File: src/rtl/sccb_init_seq.sv
// sccb_init_seq: walks a {reg_addr,reg_data} config ROM and issues one SCCB write per entry; SCCB_INIT_VERIFY_EN adds readback verify with retries
module sccb_init_seq #(
  parameter int          TBL_AW         = 8,
  parameter int unsigned PWRUP_CYCLES   = 1024,
  parameter int unsigned GAP_CYCLES     = 16,
  parameter int unsigned DELAY_UNIT     = 1000,
  parameter int unsigned TIMEOUT_CYCLES = 4096,
  parameter int unsigned MAX_RETRY      = 3
) (
  input  logic              clk,
  input  logic              rstn,
  input  logic              i_start,
  output logic              o_busy,
  output logic              o_init_done,
  output logic              o_err,
  output logic [TBL_AW-1:0] o_err_idx,
  output logic [TBL_AW-1:0] o_tbl_addr,
  input  logic [15:0]       i_tbl_data,
  output logic              o_sccb_valid,
  output logic              o_sccb_rd,
  output logic [7:0]        o_sccb_addr,
  output logic [7:0]        o_sccb_wdata,
  input  logic              i_sccb_done,
  input  logic [7:0]        i_sccb_rdata
);
  typedef enum logic [3:0] {
    S_IDLE, S_PWRUP, S_FETCH, S_DECODE, S_ISSUE, S_DELAY, S_GAP, S_NEXT, S_DONE, S_VERIFY
  } state_t;
  state_t            r_state, w_state;
  logic [31:0]       r_cnt, w_cnt;
  logic [7:0]        r_tick, w_tick;
  logic [15:0]       r_entry, w_entry;
  logic [TBL_AW-1:0] r_addr, w_addr, r_err_idx, w_err_idx;
  logic              r_busy, w_busy, r_done, w_done, r_err, w_err, r_valid, w_valid;
  logic [7:0]        r_saddr, w_saddr, r_wdata, w_wdata;
  logic              w_fail;
`ifdef SCCB_INIT_VERIFY_EN
  logic              r_rd, w_rd;
  logic [1:0]        r_ph, w_ph;
  logic [31:0]       r_retry, w_retry;
  assign o_sccb_rd = r_rd;
`else
  logic              w_unused;
  assign w_unused  = ^{i_sccb_rdata, MAX_RETRY};
  assign o_sccb_rd = 1'b0;
`endif
  assign o_busy       = r_busy;
  assign o_init_done  = r_done;
  assign o_err        = r_err;
  assign o_err_idx    = r_err_idx;
  assign o_tbl_addr   = r_addr;
  assign o_sccb_valid = r_valid;
  assign o_sccb_addr  = r_saddr;
  assign o_sccb_wdata = r_wdata;

  // next-state and next-output logic; any failure funnels through w_fail
  always_comb begin
    w_state   = r_state;
    w_cnt     = r_cnt;
    w_tick    = r_tick;
    w_entry   = r_entry;
    w_addr    = r_addr;
    w_err_idx = r_err_idx;
    w_busy    = r_busy;
    w_done    = r_done;
    w_err     = r_err;
    w_valid   = r_valid;
    w_saddr   = r_saddr;
    w_wdata   = r_wdata;
    w_fail    = 1'b0;
`ifdef SCCB_INIT_VERIFY_EN
    w_rd      = r_rd;
    w_ph      = r_ph;
    w_retry   = r_retry;
`endif
    case (r_state)
      S_IDLE: if (i_start) begin
        w_state = S_PWRUP;
        w_busy  = 1'b1;
        w_done  = 1'b0;
        w_err   = 1'b0;
        w_addr  = '0;
        w_cnt   = '0;
      end
      S_PWRUP: begin
        w_cnt = r_cnt + 32'd1;
        if (r_cnt == PWRUP_CYCLES - 1) begin
          w_cnt   = '0;
          w_state = S_FETCH;
        end
      end
      S_FETCH: w_state = S_DECODE;
      S_DECODE: begin
        w_entry = i_tbl_data;
        w_cnt   = '0;
        w_tick  = '0;
`ifdef SCCB_INIT_VERIFY_EN
        w_retry = '0;
        w_ph    = 2'd0;
        w_rd    = 1'b0;
`endif
        if (i_tbl_data == 16'hFFFF) w_state = S_DONE;
        else if (i_tbl_data[15:8] == 8'hF0) w_state = S_DELAY;
        else begin
          w_state = S_ISSUE;
          w_valid = 1'b1;
          w_saddr = i_tbl_data[15:8];
          w_wdata = i_tbl_data[7:0];
        end
      end
      S_ISSUE, S_VERIFY: begin
        w_cnt = r_cnt + 32'd1;
        if (i_sccb_done) begin
          w_valid = 1'b0;
          w_cnt   = '0;
          w_state = S_GAP;
`ifdef SCCB_INIT_VERIFY_EN
          w_ph = 2'd0;
          if (r_state == S_VERIFY) begin
            w_rd = 1'b0;
            w_ph = (i_sccb_rdata == r_entry[7:0]) ? 2'd1 : 2'd2;
            if (i_sccb_rdata != r_entry[7:0]) begin
              if (r_retry == MAX_RETRY) w_fail = 1'b1;
              else w_retry = r_retry + 32'd1;
            end
          end
`endif
        end else if (r_cnt == TIMEOUT_CYCLES - 1) w_fail = 1'b1;
      end
      S_DELAY: begin
        w_cnt = r_cnt + 32'd1;
        if (r_tick == r_entry[7:0]) w_state = S_NEXT;
        else if (r_cnt == DELAY_UNIT - 1) begin
          w_cnt  = '0;
          w_tick = r_tick + 8'd1;
        end
      end
      S_GAP: begin
        w_cnt = r_cnt + 32'd1;
        if (r_cnt == GAP_CYCLES - 1) begin
          w_cnt   = '0;
          w_state = S_NEXT;
`ifdef SCCB_INIT_VERIFY_EN
          if (r_ph == 2'd0 && r_saddr != 8'h12) begin
            w_state = S_VERIFY;
            w_valid = 1'b1;
            w_rd    = 1'b1;
          end else if (r_ph == 2'd2) begin
            w_state = S_ISSUE;
            w_valid = 1'b1;
            w_ph    = 2'd0;
          end
`endif
        end
      end
      S_NEXT: begin
        if (&r_addr) w_fail = 1'b1;
        else begin
          w_addr  = r_addr + TBL_AW'(1);
          w_state = S_FETCH;
        end
      end
      S_DONE: begin
        w_done  = 1'b1;
        w_busy  = 1'b0;
        w_state = S_IDLE;
      end
      default: w_state = S_IDLE;
    endcase
    if (w_fail) begin
      w_valid   = 1'b0;
      w_err     = 1'b1;
      w_busy    = 1'b0;
      w_err_idx = r_addr;
      w_state   = S_IDLE;
`ifdef SCCB_INIT_VERIFY_EN
      w_rd      = 1'b0;
`endif
    end
  end

  // state and output registers; async reset drops any in-flight request at once
  always_ff @(posedge clk or negedge rstn) begin
    if (!rstn) begin
      r_state   <= S_IDLE;
      r_cnt     <= '0;
      r_tick    <= '0;
      r_entry   <= '0;
      r_addr    <= '0;
      r_err_idx <= '0;
      r_busy    <= 1'b0;
      r_done    <= 1'b0;
      r_err     <= 1'b0;
      r_valid   <= 1'b0;
      r_saddr   <= '0;
      r_wdata   <= '0;
`ifdef SCCB_INIT_VERIFY_EN
      r_rd      <= 1'b0;
      r_ph      <= '0;
      r_retry   <= '0;
`endif
    end else begin
      r_state   <= w_state;
      r_cnt     <= w_cnt;
      r_tick    <= w_tick;
      r_entry   <= w_entry;
      r_addr    <= w_addr;
      r_err_idx <= w_err_idx;
      r_busy    <= w_busy;
      r_done    <= w_done;
      r_err     <= w_err;
      r_valid   <= w_valid;
      r_saddr   <= w_saddr;
      r_wdata   <= w_wdata;
`ifdef SCCB_INIT_VERIFY_EN
      r_rd      <= w_rd;
      r_ph      <= w_ph;
      r_retry   <= w_retry;
`endif
    end
  end
endmodule

File: config.mk
export PLATFORM = sky130hd
export DESIGN_NAME = sccb_init_seq
export DESIGN_NICKNAME = d
export VERILOG_FILES = /design/src/rtl/sccb_init_seq.sv
export SDC_FILE = /design/constraint.sdc
export NUM_CORES = 1
export LEC_CHECK = 0
export CAP_MARGIN = 20
export CORE_AREA = 2 2 97 99
export DETAILED_ROUTE_END_ITERATION = 7
export DIE_AREA = 0 0 99 101
export GPL_TIMING_DRIVEN = 0
export PLACE_DENSITY = 0.86
export SKIP_LAST_GASP = 1
export SYNTH_ARGS = -nofsm -noshare
export SYNTH_HDL_FRONTEND = slang
export SYNTH_SLANG_ARGS = --single-unit
File: constraint.sdc
create_clock -name clk -period 2.4 [get_ports clk]
set_input_delay 0.48 -clock clk [delete_from_list [all_inputs] [get_ports clk]]
set_output_delay 0.48 -clock clk [all_outputs]
set_load 0.03 [all_outputs]
After elaboration in Yosys (flattened, before gate mapping):

Index checks and enable logic that the tools add are counted.

* register bits: 88
* input bits: 28
* output and inout bits: 37

* add/sub/neg operators: 3
* equality and inequality tests: 28
* mux-type cells: 39
* bitwise operators: 2
* reductions and logical operators: 20

Operators by type and width (number)
* 2-to-1 mux 32 bit: 6
* case mux 32 bit (6 select lines): 1
* equality test 32 x 10 -> 1 bit (second input constant): 2
* adder 32 x 1 -> 32 bit (second input constant): 1
* equality test 32 x 12 -> 1 bit (second input constant): 1
* equality test 32 x 4 -> 1 bit (second input constant): 1
* 2-to-1 mux 4 bit: 8
* 2-to-1 mux 8 bit: 4
* case mux 4 bit (8 select lines): 1
* case mux 8 bit (2 select lines): 2
* inequality test 3 bit (second input constant): 8
* adder 8 x 1 -> 8 bit (second input constant): 2
* equality test 16 bit (second input constant): 1
* equality test 4 x 3 -> 1 bit (second input constant): 4
* 2-to-1 mux 1 bit: 13
* nonzero test 2 bit: 5
* AND reduction 3 bit: 3
* equality test 4 x 2 -> 1 bit (second input constant): 2
* equality test 4 bit (second input constant): 2
* equality test 8 bit: 1
* equality test 8 bit (second input constant): 1
* inequality test 2 bit (second input constant): 4
* case mux 1 bit (2 select lines): 4
* AND reduction 2 bit: 4
* other kinds (9): 11

Depth between registers and ports, before layout:

Gate-level depths: netlist of run 1.

* word-level depth: 6
* gate-level depth with buffers: 9
* depth with buffers taken out: 7

Worst setup path after synthesis of run 1:

No wires, ideal clock.

* path kind: reg2reg
* start: reg r_cnt[0]
* end: reg r_cnt[13]
* setup time: 0.132 ns
* data arrival time: 1.966 ns
* data required time: 2.268 ns
* slack: 0.302 ns
* stages on the path, launching flop included: 9
* period minus slack after synthesis: 2.098 ns
* cells stage by stage: dfrtp_1 ha_1 nand4_1 nor3_2 a21o_1 nand4_1 buf_2 o21ai_0 o41ai_2

* cells in the longest elaborated chain, start to end: 4
* elaborated cells on any way between the ends: 10

Ends and longest elaborated chain
* start: declaration: line 30 `logic [31:0] r_cnt, w_cnt;`
* start signal: assignment: line 204 `r_cnt <= w_cnt;`
* adder 32 x 1 -> 32 bit / equality test 32 x 10 -> 1 bit (equally long branches)
* 2-to-1 mux 32 bit: line 133 `else if (r_cnt == DELAY_UNIT - 1) begin`
* 2-to-1 mux 32 bit: line 132 `if (r_tick == r_entry[7:0]) w_state = S_NEXT;`
* case mux 32 bit (6 select lines) *: line 76 `case (r_state)`

Mark *: on every way between the ends. The rest lies on a longest branch, timed or not.
A chain may end at the register's enable or synchronous reset.

Worst setup path after layout of run 1:

* start: reg r_state[2]
* end: reg r_err_idx[5], in the netlist o_err_idx[5]

* cells in the longest elaborated chain, start to end: 3
* elaborated cells on any way between the ends: 5

Ends and longest elaborated chain
* start: declaration: line 29 `state_t r_state, w_state;`
* start signal: assignment: line 203 `r_state <= w_state;`
* equality test 4 x 3 -> 1 bit / equality test 4 bit (equally long branches): line 76
* OR reduction 2 bit: line 76
* case mux 1 bit (2 select lines) *: line 76
* end signal: assignment: line 208 `r_err_idx <= w_err_idx;`
* end: declaration: line 33 `logic [TBL_AW-1:0] r_addr, w_addr, r_err_idx, w_err_idx;`

Marked as above.

==> flow_summary_export.csv, run 1 <==
group,metric,value,unit
run_status,status,"complete, but fails checks",
run_status,violations,"hold timing",
place,gp_congestion,0.927,
pwr,peakVddDrop,0.000818,V
clock_network,cts_sinks,88,
timing,setup_violations,0,
yosys,synth_ff_type,"dfrtp_1",
timing,timing.hold.ws,-0.00491,ns
setup_path,required,2.66,ns
yosys,ys_seq_area_share,45.6,%
detailed_routing,vias,4219,
place,portBuffers,55,
timing,tns,0,ns
detailed_routing,post_drt_wl_per_cell,17.6,um
layout,antenna_cells,0,
pwr,pwr-share-comb,49.1,%
layout,area_growth,21.7,%
clock_network,cts_buffers,9,
timing,max_freq,437,MHz
setup_path,worst_path_max_delay_cell,"nor4_1",
yosys,ys_top_cells_by_area,"dfrtp_1 46%, nand2_1 5.1%, mux2_2 4.9%",
layout,final_nets,591,
detailed_routing,viasPerCell,6.24,
global_route,grt_pass1_wl,19900,um
pwr,p_seq_share,33.6,%
clock_network,cts_max_level,3,
detailed_routing,firstDrtPassIters,4,
detailed_routing,routed_wl,11900,um
yosys,yosysUniqueCellTypes,71,
yosys,syn_nets,521,
yosys,yosys_warnings,0,
detailed_routing,drc,0,
setup_path,max_stage_delay,0.66,ns
pwr,p_leak,2.47,nW
clock_network,clkLatencyLatePin,0.37,ns
timing,skew,0.0147,ns
pwr,p_switching,2.68,mW
floorplanning,dieArea,10000,um^2
clock_network,clkTransAtPathRegs,0.10,ns
floorplanning,io_pins,65,
layout,drive_gt1_share,18.2,%
setup_path,cp-start-kind,"flop",
pwr,p_sw_share,44.4,%
global_route,grt_max_degree,65,
timing,final_hold_viol_count,2,
yosys,synth_most_common_cell,"dfrtp_1",
clock_network,cts_tree,"done",
setup_path,crit_fanout,10,
yosys,synth_edf_count,0,
pwr,p_per_area,1030,nW/um^2
floorplanning,coreArea,8980,um^2
pwr,clock_power_share,17.3,%
timing,maxSlewViolCount,0,
timing,tightestPinTransition,0.724,ns
yosys,yosys.area.top_type_share,45.6,%
global_route,grt_pass1_vias,4088,
clock_network,root_buffer,"clkbuf_8",
timing,finalCritPeriodShare,95.3,%
timing,period_minus_slack,2.29,ns
setup_path,crit_chain,"buf_2, nand2b_1, nor4_1, a41oi_4, buf_4, mux2_4",
setup_path,cp.arrival,2.55,ns
place,place.detailed.hpwl,8170,um
yosys,syn-cell-area,4830,um^2
floorplanning,initial_core_util,53.8,%
global_route,antenna_found_initial,0,
yosys,syn_avg_cell_area,9.85,um^2
detailed_routing,drt_iter0_markers,204,
yosys,synth_common_cells,"88 x dfrtp_1, 65 x nand2_1, 27 x nand3_1, 22 x o21ai_0, 21 x mux2_2",
pwr,power.total,6.02,mW
timing,relSlewSlack,51.4,%
floorplanning,die_y,101,um
clock_network,clk_path_buf_depth,2,
pwr,power.internal,3.35,mW
worst_hold_path,min-delay-path-class,"in2async",
setup_path,endpoint_kind,"flop",
job,drv_cap,0,
yosys,yosys.area.top_type,"dfrtp_1",
yosys,ys_ff_latch,88,
detailed_routing,postRouteAntennaNets,0,
setup_path,criticalPathCategory,"reg2reg",
floorplanning,die_w,99,um
yosys,synth-async-reset-ratio,100,%
floorplanning,rows,35,
global_route,track_usage,24.3,%
global_route,overflow,0,
yosys,syn_inst,490,
what timing repair did:
| action | 4_1_cts | 5_1_grt |
|---|---|---|
| setup buffers | 2 | 1 |
| pin swaps | 1 | 3 |
| gates resized for setup | 3 | 21 |
| hold buffers | 0 | 0 |
| setup endpoints to repair | 32 | 49 |
flip-flops by register name, summed over array words and instances (netlist names):
name	flops
o_busy	1
o_err	1
o_err_idx	8
o_init_done	1
o_sccb_addr	8
o_sccb_valid	1
o_sccb_wdata	8
o_tbl_addr	8
r_cnt	32
r_entry	8
r_state	4
r_tick	8
power by group through the flow:
stage | combinational (mW) | clock (mW) | sequential, mW
after global routing | 3.15 | 1.12 | 2.06
after CTS | 2.84 | 1.06 | 2.01
after detailed placement | 2.74 | 0 | 2.03
after global placement | 2.69 | 0 | 2.01
after floorplan | 1.49 | 0 | 2.33
final | 2.96 | 1.04 | 2.02
worst paths after layout:
kind                           endpoint  depth (start not counted)  slack, ns        from
max                        o_err_idx[5]                          6       0.11  r_state[2]
min                           r_cnt[19]                          1     -0.005        rstn
max reg2reg                o_err_idx[5]                          6       0.11  r_state[2]
min reg2reg                       o_err                          2       0.49       o_err
max in group asynchronous     r_cnt[10]                          2       1.77        rstn
min in group clk                  o_err                          2       0.49       o_err
cell usage in the layout, fill, tap and decap left out, types with 8 or more instances in the layout:
master	count
a21oi_1	12
buf_2	13
clkbuf_8	10
clkdlybuf4s50_1	54
dfrtp_1	86
inv_1	9
mux2_2	21
nand2_1	65
nand3_1	27
nand4_1	17
nor2_1	20
nor3_1	12
nor4_1	8
o21ai_0	22
o221ai_1	12
o31ai_1	16
xor2_1	12
critical path, delay by kind of cell, from the launching register on:
kind                   cells  cell delay, ns
and+or+nand+nor            2            0.78
buffers and inverters      2            0.50
DFF                        1            0.46
muxes                      1            0.30
AOI/OAI and AO/OA          1            0.15
area by class of cell:
cell class,instances,area [um^2]
Multi-Input combinational cell,365,2540
Inverter,9,33.8
Tap cell,111,139
Clock inverter,6,57.6
Clock buffer,10,138
Timing Repair Buffer,59,598
Buffer,28,160
Sequential cell,88,2200
Fill cell,661,3100
stage by stage:
stage	instance area [um^2]	hold slack (ns)	cells	util, %	worst slack [ns]
after global routing	5870	0.0167	676	65.4	-0.0209
after detailed placement	5540	0.411	657	61.7	-0.519
after CTS	5770	0.0121	675	64.3	-0.0434
final	5870	-0.00491	676	65.4	0.112
after global placement	5520	0.461	656	61.5	-2.29
after floorplan	4830	0.184	490	-	0.302
metal layers:
layer | vias up | track usage [%] | routed length, um
met5 | - | 0 | 0
met4 | 0 | 7.80 | 172
met3 | 14 | 5.20 | 691
met2 | 126 | 41.0 | 5870
met1 | 2096 | 31.5 | 5160
li1 | 1983 | - | -
kinds of logic after synthesis:
group	count (synthesis)	synth area share, %
simple gates	215	24.5
compound gates	103	15.9
flops	88	45.6
buf+inv	37	3.86
mux	27	6.45
xor+xnor	16	2.90
fa+ha+maj	3	0.777
other cells	1	0.0777
(Power assumes the default switching activity.)
==> inputs of run 2 (changes only) <==
--- a/config.mk
+++ b/config.mk
@@ -9,9 +9,9 @@
 export CORE_AREA = 2 2 97 99
 export DETAILED_ROUTE_END_ITERATION = 7
 export DIE_AREA = 0 0 99 101
+export GPL_ROUTABILITY_DRIVEN = 0
 export GPL_TIMING_DRIVEN = 0
 export PLACE_DENSITY = 0.86
-export SKIP_LAST_GASP = 1
 export SYNTH_ARGS = -nofsm -noshare
 export SYNTH_HDL_FRONTEND = slang
 export SYNTH_SLANG_ARGS = --single-unit
==> run 2 against run 1 <==
Effect of this change: the flow now finishes without violations; setup slack got worse by 0.010 ns; total power up 0.94%; clock skew fell by 0.0024 ns; non-clock buffer count up 7; clock power is essentially flat; utilization grew 0.46 points; via count is 2.7% higher.
==> flow_summary_export.csv, run 2 (synthesized netlist as in run 1, its figures left out) <==
group,metric,value,unit
run_status,status,"finished, final reports clean",
layout,fill_cells,643,
timing,period_minus_slack,2.30,ns
layout,final_nets,598,
place,place_inst,657,
job,drv_cap,0,
detailed_routing,routed_wl,12100,um
clock_network,clkTransAtPathRegs,0.10,ns
setup_path,max_stage_delay,0.59,ns
detailed_routing,drc,0,
clock_network,cts_max_level,3,
layout,area_growth,22.5,%
setup_path,cp.arrival,2.56,ns
global_route,grt_pass1_wl,19900,um
timing,skew,0.0123,ns
pwr,power.total,6.08,mW
place,post-place-ws,-0.510,ns
layout,fin_area,5920,um^2
setup_path,criticalPathCategory,"in2reg",
clock_network,cts_sinks,88,
floorplanning,die_w,99,um
layout,final_common_cell,"dfrtp_1",
pwr,peakVddDrop,0.000802,V
clock_network,root_buffer,"clkbuf_8",
place,placed_area,5540,um^2
timing,rsz0062_at_grt,"true",
timing,tns,0,ns
setup_path,worst_path_max_delay_cell,"clkdlybuf4s50_1",
setup_path,endpoint_kind,"flop",
setup_path,rrSetupSlack,0.11,ns
layout,multiInputGateArea,2530,um^2
layout,largest_register_ff_count,32,
detailed_routing,drt_iter0_markers,332,
layout,finish.utilization,65.9,%
setup_path,cpMostUsedCell,"buf_4",
global_route,grt_pass1_vias,4151,
clock_network,clkLatencyLatePin,0.38,ns
setup_path,worstRegToRegCells,7,
detailed_routing,vias,4334,
pwr,p_per_area,1030,nW/um^2
floorplanning,die_y,101,um
detailed_routing,firstDrtPassIters,5,
detailed_routing,post_drt_wl_per_cell,17.8,um
timing,fin_ws,0.102,ns
setup_path,required,2.66,ns
setup_path,crit_fanout,10,
floorplanning,initial_core_util,53.8,%
timing,tightestPinTransition,0.728,ns
timing,timing.hold.ws,0.0695,ns
layout,top_register,"r_cnt",
worst_hold_path,min-delay-path-class,"in2async",
floorplanning,io_pins,65,
setup_path,cp-start-kind,"input pin",
floorplanning,dieArea,10000,um^2
layout,final_cell_mix,"87 x dfrtp_1, 65 x nand2_1, 54 x clkdlybuf4s50_1, 27 x nand3_1, 22 x o21ai_0",
layout,instances_no_fill,683,
place,portBuffers,55,
clock_network,cts_buffers,9,
clock_network,clk_path_buf_depth,2,
detailed_routing,postRouteAntennaNets,0,
floorplanning,rows,35,
timing,relSlewSlack,51.0,%
timing,maxSlewViolCount,0,
global_route,overflow,0,
place,place.detailed.hpwl,8280,um
timing,max_freq,435,MHz
timing,finalCritPeriodShare,95.8,%
detailed_routing,viasPerCell,6.35,
setup_path,crit_chain,"clkdlybuf4s50_1, nand2b_1, a21oi_2, a221o_1, buf_2, nand4_1, buf_4, buf_4, o21ai_0, o41ai_2",
floorplanning,coreArea,8980,um^2
global_route,grt_max_degree,47,
pwr,p_leak,2.50,nW
layout,drive_gt1_share,18.9,%
timing,final_hold_viol_count,0,
global_route,track_usage,24.8,%
layout,seqCellArea,2200,um^2
layout,antenna_cells,0,
global_route,antenna_found_initial,0,
clock_network,cts_tree,"done",
timing,setup_violations,0,
[run 2: changes by cell type in the layout (fill, tap and decap cells not counted)]
cell	before	now
nor4_2	5	6
inv_8	2	1
clkbuf_2	4	3
dfrtp_2	2	1
clkbuf_1	3	4
buf_4	7	15
nor2_2	1	2
clkbuf_4	2	1
clkinv_8	0	1
dfrtp_1	86	87
nor2_4	2	1
nor4_4	2	1
clkinv_4	1	2
inv_6	3	2
[run 2: final cells by class]
cell class | instances | area share, %
buffer | 28 | 2.69
clock inverter | 6 | 1.06
multi-input combinational | 365 | 42.8
tap | 111 | 2.35
inverter | 9 | 0.571
timing repair buffer | 66 | 11.0
clock buffer | 10 | 2.33
sequential | 88 | 37.2
[run 2: final timing paths]
kind,startpoint,to
max,i_start,r_cnt[13]
min,rstn,r_cnt[21]
max reg2reg,r_cnt[24],o_err_idx[6]
min reg2reg,o_err,o_err
max in group asynchronous,rstn,r_cnt[0]
min in group clk,o_err,o_err
[run 2: worst max-delay path: cells and delay by family]
family | cells | cell delay [ns]
buffers and inverters | 4 | 1.18
AOI/OAI and AO/OA | 4 | 0.65
and+or+nand+nor | 2 | 0.23
[run 2: per-layer routing]
metal,wire length [um],vias up,global-route usage [%],part of all wire (%)
li1,-,1985,-,-
met1,4920,2135,32.2,41
met2,6080,188,40.5,50
met3,911,26,6.03,7.5
met4,228,0,9.17,1.9
met5,0,-,0,0
[run 2: repair_timing]
item / in CTS / in global routing
buffers inserted: 1 / 9
resized for setup: 5 / 14
setup endpoints to repair: 32 / 52
hold endpoints to repair: 0 / 0
hold buffers: 0 / 0
pin swaps: 1 / 4
[run 2: power by group]
part	switching [mW]	total, mW	internal, mW
logic	1.86	3.02	1.16
clock network	0.604	1.04	0.431
registers	0.242	2.02	1.78
total	2.71	6.08	3.37
